File: src/rtl/uart_byte_rx.sv
// 8N1 UART receiver: synchronizes the serial line, samples each bit at its
// midpoint and reports a framed byte or a stop-bit error as one-cycle pulses.
module uart_byte_rx #(
    parameter int CLK_FREQ = 50000000,
    parameter int BAUD     = 115200
) (
    input  logic       clk,
    input  logic       reset,
    input  logic       uart_rx,
    output logic [7:0] data_out,
    output logic       data_out_valid,
    output logic       frame_err,
    output logic       busy
);

    localparam int BIT_DIV  = CLK_FREQ / BAUD;
    localparam int HALF_DIV = BIT_DIV / 2;
    localparam int CNT_W    = ($clog2(BIT_DIV) > 9) ? $clog2(BIT_DIV) : 9;

    localparam logic [CNT_W-1:0] BIT_LAST  = CNT_W'(BIT_DIV - 1);
    localparam logic [CNT_W-1:0] HALF_LAST = CNT_W'(HALF_DIV - 1);

    typedef enum logic [1:0] {
        IDLE,
        START,
        DATA,
        STOP
    } state_t;

    state_t           state;
    logic [CNT_W-1:0] cnt;
    logic [2:0]       bit_idx;
    logic [7:0]       shift;
    logic             rx_s1;
    logic             rx_s2;
    logic             rx_hist;
    logic             stop_ok;
    logic             stop_bad;

    assign busy = (state != IDLE);

    // The stop-bit verdict is staged through stop_ok/stop_bad so the output
    // pulses appear one cycle after the sample edge.
    always_ff @(posedge clk) begin
        if (reset) begin
            state          <= IDLE;
            cnt            <= '0;
            bit_idx        <= '0;
            shift          <= '0;
            data_out       <= '0;
            data_out_valid <= 1'b0;
            frame_err      <= 1'b0;
            stop_ok        <= 1'b0;
            stop_bad       <= 1'b0;
            rx_s1          <= 1'b1;
            rx_s2          <= 1'b1;
            rx_hist        <= 1'b1;
        end else begin
            rx_s1   <= uart_rx;
            rx_s2   <= rx_s1;
            rx_hist <= rx_s2;

            data_out_valid <= stop_ok;
            frame_err      <= stop_bad;
            if (stop_ok) begin
                data_out <= shift;
            end
            stop_ok  <= 1'b0;
            stop_bad <= 1'b0;

            case (state)
                IDLE: begin
                    if (rx_hist && !rx_s2) begin
                        state <= START;
                        cnt   <= '0;
                    end
                end
                START: begin
                    if (cnt == HALF_LAST) begin
                        cnt     <= '0;
                        bit_idx <= '0;
                        state   <= rx_s2 ? IDLE : DATA;
                    end else begin
                        cnt <= cnt + CNT_W'(1);
                    end
                end
                DATA: begin
                    if (cnt == BIT_LAST) begin
                        shift[bit_idx] <= rx_s2;
                        cnt            <= '0;
                        bit_idx        <= bit_idx + 3'd1;
                        if (bit_idx == 3'd7) begin
                            state <= STOP;
                        end
                    end else begin
                        cnt <= cnt + CNT_W'(1);
                    end
                end
                STOP: begin
                    if (cnt == BIT_LAST) begin
                        cnt      <= '0;
                        stop_ok  <= rx_s2;
                        stop_bad <= !rx_s2;
                        state    <= IDLE;
                    end else begin
                        cnt <= cnt + CNT_W'(1);
                    end
                end
                default: state <= IDLE;
            endcase
        end
    end

endmodule

File: config.mk
export PLATFORM = sky130hd
export DESIGN_NAME = uart_byte_rx
export DESIGN_NICKNAME = d
export VERILOG_FILES = /design/src/rtl/uart_byte_rx.sv
export SDC_FILE = /design/constraint.sdc
export NUM_CORES = 1
export LEC_CHECK = 0
export ABC_AREA = 1
export BUFFER_PORTS_ARGS = -buffer_cell sky130_fd_sc_hd__buf_2
export CORE_MARGIN = 4
export CORE_UTILIZATION = 33
export DETAILED_ROUTE_END_ITERATION = 16
export PLACE_DENSITY = 0.54
export SYNTH_ARGS = -nofsm -noshare
export SYNTH_HDL_FRONTEND = slang
export SYNTH_SLANG_ARGS = --single-unit
File: constraint.sdc
create_clock -name clk -period 1.4 [get_ports clk]
set_input_delay 0.21 -clock clk [delete_from_list [all_inputs] [get_ports clk]]
set_output_delay 0.21 -clock clk [all_outputs]
set_load 0.05 [all_outputs]
==> results.py, run 1 <==
metrics = {
    "pwr": {
        "total_power_mw": 2.12,
        "peakVddDrop_v": 0.000521,
        "p_per_area_mw_per_mm2": 927,
        "p_leak_nw": 1.05,
    },
    "timing": {
        "max_freq_mhz": 744,
        "slew_headroom": 0.801,
        "post-route-min-period_ns": 1.34,
        "finalMaxSlewViolations": 0,
        "finClkSkew_ns": 0.00508,
        "finalHoldViolations": 0,
        "worst_pin_slew_ns": 0.297,
        "rsz0062_at_grt": "true",
        "finalCritPeriodShare": 0.960,
        "setup-violations-final": 0,
    },
    "hold_path": {
        "whs_path_depth": 2,
        "hp-start": "uart_rx",
        "hold_class": "in2reg",
    },
    "floorplan": {
        "die_h_um": 81.0,
        "rows": 26,
        "io_pins": 14,
        "core_sq_mm": 0.00514,
        "dieWidth_um": 81.0,
        "die-area_sq_mm": 0.00655,
        "start_util": 0.342,
    },
    "routing": {
        "post-route-drc-count": 0,
        "dr_wl_met3_um": 132,
        "top_layer_used": "met4",
        "routed_wl_um": 4000,
        "vias_per_cell": 4.45,
        "drtAntennaViolNets": 0,
        "via_count": 1650,
        "m1WireLength_um": 2010,
        "first_pass_iters": 4,
        "avgRoutedWirePerCell_um": 10.8,
        "dr_wl_met2_um": 1800,
        "first_iter_violations": 79,
    },
    "cells_and_area": {
        "layout-drive-gt1-share": 0.276,
        "utilization": 0.444,
        "final_nets": 308,
        "fin_cells": 371,
        "synthToLayoutAreaGrowth_pct": 29.9,
        "diodes": 0,
        "design_area_sq_mm": 0.00228,
    },
    "place": {
        "hpwlAfterDp_um": 2890,
        "placed_cells": 362,
        "postPlaceCellArea_sq_mm": 0.00202,
        "port_buffers": 13,
        "place_congestion": 0.792,
    },
    "yosys": {
        "netlist_area_sq_mm": 0.00176,
        "yosysWarnings": 0,
        "ys_types": 22,
        "synth_area_leaders": "dfxtp_1 (42%), nand2_1 (18%), nor2_1 (11%), inv_1 (5.1%), a21oi_1 (3.7%)",
        "synth_edf_count": 0,
        "synthArstFlopShare": 0,
        "synthesis.nets": 273,
        "synth_top_area_frac": 0.422,
        "synth_top_flop_cell": "dfxtp_1",
        "yosysSeqAreaShare": 0.422,
        "synth_top_area_cell": "dfxtp_1",
        "synth.most_common_cell": "nand2_1",
        "syn_inst": 265,
        "syn_area_per_cell_sq_um": 6.63,
        "ys_seq_elements": 37,
        "synth_commonest_cells": "nand2_1 (82), nor2_1 (51), dfxtp_1 (37)",
    },
    "job": {
        "maxCapViolations": 0,
    },
    "critical_path": {
        "cp.required_ns": 1.19,
        "worstSetupStartpointType": "register",
        "worstPathArrival_ns": 1.13,
        "end_kind": "primary output",
        "r2r_start": "cnt[0]",
        "critical_path_class": "reg2out",
        "cp_max_fo": 5,
        "reg2regPathDepth": 12,
    },
    "clock_tree": {
        "cts_tree": "built",
        "cts_buffers": 5,
        "cts-root-buf": "clkbuf_8",
        "htree_levels": 2,
        "clk_pin_slew_ns": 0.08,
        "max-clock-path-buffers": 2,
        "cts_hold_buf": 0,
        "cts_sinks": 37,
        "clock_latency_ns": 0.29,
    },
    "status": {
        "status": "finished, final reports clean",
    },
    "grt": {
        "grt_overflow": 0,
        "grt_pass1_wl_um": 7040,
        "grt_max_degree": 18,
        "grt_pass1_vias": 1541,
        "grt_antenna_before_repair": 0,
        "track_usage": 0.137,
    },
}
==> final cells by class <==
cell class,instances,area [sq um]
fillers,555,2860
clock inverters,3,46.3
multi-input cells,196,1010
inverters,29,111
repair buffers,31,206
flip-flops and latches,37,748
clock buffers,5,68.8
well taps,70,87.6
==> layer usage <==
layer / vias to the layer above / global-route usage
met5: - / 0
met4: 0 / 0.0405
met3: 4 / 0.0333
met2: 24 / 0.209
met1: 731 / 0.190
li1: 891 / -
==> worst max-delay path: stages (launching register included) <==
cell and delay [ns]:
dfxtp_1 0.37, nor2_1 0.21, inv_1 0.06, clkbuf_4 0.21
==> path summary, 6_finish.rpt <==
kind / to / slack, ns
hold / removal: rx_s1 / 0.10
setup / recovery: busy / 0.06
setup reg to reg: register / 0.08
hold reg to reg: frame_err / 0.40
==> stage by stage <==
stage          TNS, ns  hold slack, ns  setup WS, ns
6_report             0           0.100        0.0561
3_3_place_gp    -0.446           0.393       -0.0745
5_1_grt         -0.209          0.0964       -0.0395
4_1_cts        -0.0302          0.0923       -0.0161
2_1_floorplan        0           0.314       0.00869
3_5_place_dp    -0.524           0.397       -0.0879
==> layout by cell type (no fill, tap or decap), drive strengths merged, types with 4 or more instances in the layout <==
master	n
inv	27
a21oi	13
nand2	86
buf	30
nand4	4
ha	5
nor2	54
nor3	5
dfxtp	37
clkbuf	6
o21ai	11
nand3	13
==> cells by family (layout without fill, tap and decap cells) <==
family	Yosys count	in the layout	share of synthesized area
AND/OR/NAND/NOR	165	165	0.396
flip-flops	37	37	0.422
XOR/XNOR	1	1	0.00499
adder cells (fa/ha/maj)	5	5	0.0356
AO/OA/AOI/OAI	25	25	0.0726
buffers and inverters	32	68	0.0691
==> registers in the layout (all words and copies together), names as in the netlist, named ones only <==
register        flops
shift               8
stop_ok             1
rx_hist             1
data_out            8
rx_s2               1
frame_err           1
cnt                 9
data_out_valid      1
bit_idx             3
rx_s1               1
stop_bad            1
state               1
==> power by group <==
| part | leakage (nW) | internal [mW] | switching, mW |
|---|---|---|---|
| registers | 0.302 | 1.06 | 0.00468 |
| clock network | 0.0543 | 0.533 | 0.410 |
| logic | 0.697 | 0.0414 | 0.0687 |
| total | 1.05 | 1.63 | 0.483 |
==> repair_timing <==
item                                    4_1_cts  5_1_grt
endpoints found under the setup margin       13       23
resized for setup                             7       36
setup buffers                                 0        1
pin swaps                                     0       14
Note: power is estimated with default switching activity, not from simulation.
==> run 2, diff against run 1 <==
Settings changed: CORE_UTILIZATION 33 to 50, PLACE_DENSITY 0.54 to 0.74.
==> run 2 against run 1 <==
Cell count fell by 7.8%. Register-to-register slack lost 0.02 ns. Global-route usage grew 5.0 points. Critical path depth up 4. Critical path type is now reg2reg. Largest power group unchanged.
==> results.py, run 2 (synthesis gave the netlist of run 1 again) <==
metrics = {
    "clock_tree": {
        "cts_sinks": 37,
        "max-clock-path-buffers": 2,
        "post-cts-setup-buffers": 0,
        "htree_levels": 2,
        "cts-root-buf": "clkbuf_4",
        "cts_hold_buf": 0,
        "clock_latency_ns": 0.35,
        "cts_tree": "built",
        "cts_buffers": 5,
        "clk_pin_slew_ns": 0.12,
    },
    "timing": {
        "slew_headroom": 0.803,
        "worst_pin_slew_ns": 0.295,
        "finalMaxSlewViolations": 0,
        "max_freq_mhz": 748,
        "finalCritPeriodShare": 0.955,
        "setup-violations-final": 0,
        "finalHoldViolations": 0,
        "post-route-min-period_ns": 1.34,
        "setup_ws_ns": 0.0633,
        "rsz0062_at_grt": "true",
        "whs_ns": 0.0435,
        "finClkSkew_ns": 0.00886,
    },
    "grt": {
        "grt_pass1_wl_um": 6430,
        "grt_max_degree": 18,
        "grt_pass1_vias": 1507,
        "grt_overflow": 0,
        "track_usage": 0.186,
        "grt_antenna_before_repair": 0,
    },
    "cells_and_area": {
        "largest_reg_flops": 9,
        "seqCellArea_sq_um": 754,
        "fin_cells": 342,
        "regMostFlops": "cnt",
        "final_nets": 303,
        "layout-drive-gt1-share": 0.287,
        "nFillCells": 310,
        "diodes": 0,
        "reg_top3": "cnt (9), data_out (8), shift (8)",
        "final_common_cell": "nand2_1",
        "synthToLayoutAreaGrowth_pct": 24.1,
        "final_cell_mix": "nand2_1 (72), nor2_1 (45), dfxtp_1 (28), inv_1 (21), buf_4 (13)",
        "design_area_sq_mm": 0.00218,
        "multi_input_area_sq_mm": 0.00100,
    },
    "routing": {
        "drtAntennaViolNets": 0,
        "first_pass_iters": 4,
        "avgRoutedWirePerCell_um": 10.9,
        "vias_per_cell": 4.84,
        "routed_wl_um": 3720,
        "first_iter_violations": 78,
        "post-route-drc-count": 0,
        "via_count": 1655,
    },
    "pwr": {
        "peakVddDrop_v": 0.000705,
        "p_leak_nw": 1.00,
        "total_power_mw": 1.95,
        "p_per_area_mw_per_mm2": 895,
    },
    "critical_path": {
        "cp_max_fo": 8,
        "end_kind": "register",
        "cp.required_ns": 1.69,
        "worstPathArrival_ns": 1.63,
        "worstSetupStartpointType": "register",
        "reg2regPathDepth": 7,
        "critical_path_class": "reg2reg",
    },
    "status": {
        "status": "finished, final reports clean",
    },
    "hold_path": {
        "hold_class": "in2reg",
        "whs_path_depth": 2,
    },
    "floorplan": {
        "dieWidth_um": 67.3,
        "core_sq_mm": 0.00336,
        "die_h_um": 67.3,
        "start_util": 0.522,
        "rows": 21,
        "io_pins": 14,
        "die-area_sq_mm": 0.00453,
    },
    "place": {
        "postPlaceCellArea_sq_mm": 0.00196,
        "place_congestion": 0.885,
        "hpwlAfterDp_um": 2660,
        "placed_cells": 334,
        "place_ws_ns": -0.0583,
        "port_buffers": 13,
    },
    "job": {
        "maxCapViolations": 0,
    },
}
run 2: repair_timing:
| action | CTS | global route |
|---|---|---|
| gates cloned | 0 | 0 |
| resized for setup | 8 | 37 |
| setup endpoints to repair | 18 | 23 |
| pin swaps | 0 | 14 |
run 2: final timing paths:
kind / from / endpoint / slack (ns)
max: cnt[0] / shift[1] / 0.06
min: uart_rx / rx_s1 / 0.04
max reg2reg: cnt[0] / shift[1] / 0.06
min reg2reg: stop_bad / frame_err / 0.41
run 2: layer usage:
metal | GRT usage | share of wire
met1 | 0.238 | 0.49
met2 | 0.304 | 0.46
met3 | 0.0499 | 0.040
met4 | 0.0608 | 0.014
met5 | 0 | 0
run 2: power by group:
| group | total, mW | internal [mW] | switching [mW] |
|---|---|---|---|
| clock network | 0.787 | 0.424 | 0.363 |
| registers | 1.06 | 1.06 | 0.00586 |
| logic | 0.0997 | 0.0358 | 0.0639 |
run 2: final cells by class:
cell class	count	share of cell area
multi-input combinational	196	0.460
sequential	37	0.346
timing repair buffer	26	0.0775
inverter	29	0.0499
tap	46	0.0264
clock buffer	6	0.0235
clock inverter	2	0.0172
run 2: through the flow:
stage / util / TNS (ns)
global placement: 0.584 / -0.0678
finish: 0.648 / 0
floorplan: - / 0
detailed placement: 0.584 / -0.388
global route: 0.648 / -0.125
CTS: 0.618 / 0
run 2: critical path, cell delays in order, from the launching register on:
cell,delay (ns)
dfxtp_4,0.39
ha_2,0.17
nand2_2,0.07
nor2_4,0.11
nand2_4,0.11
nor2_8,0.17
nand3_1,0.12
a21oi_2,0.15
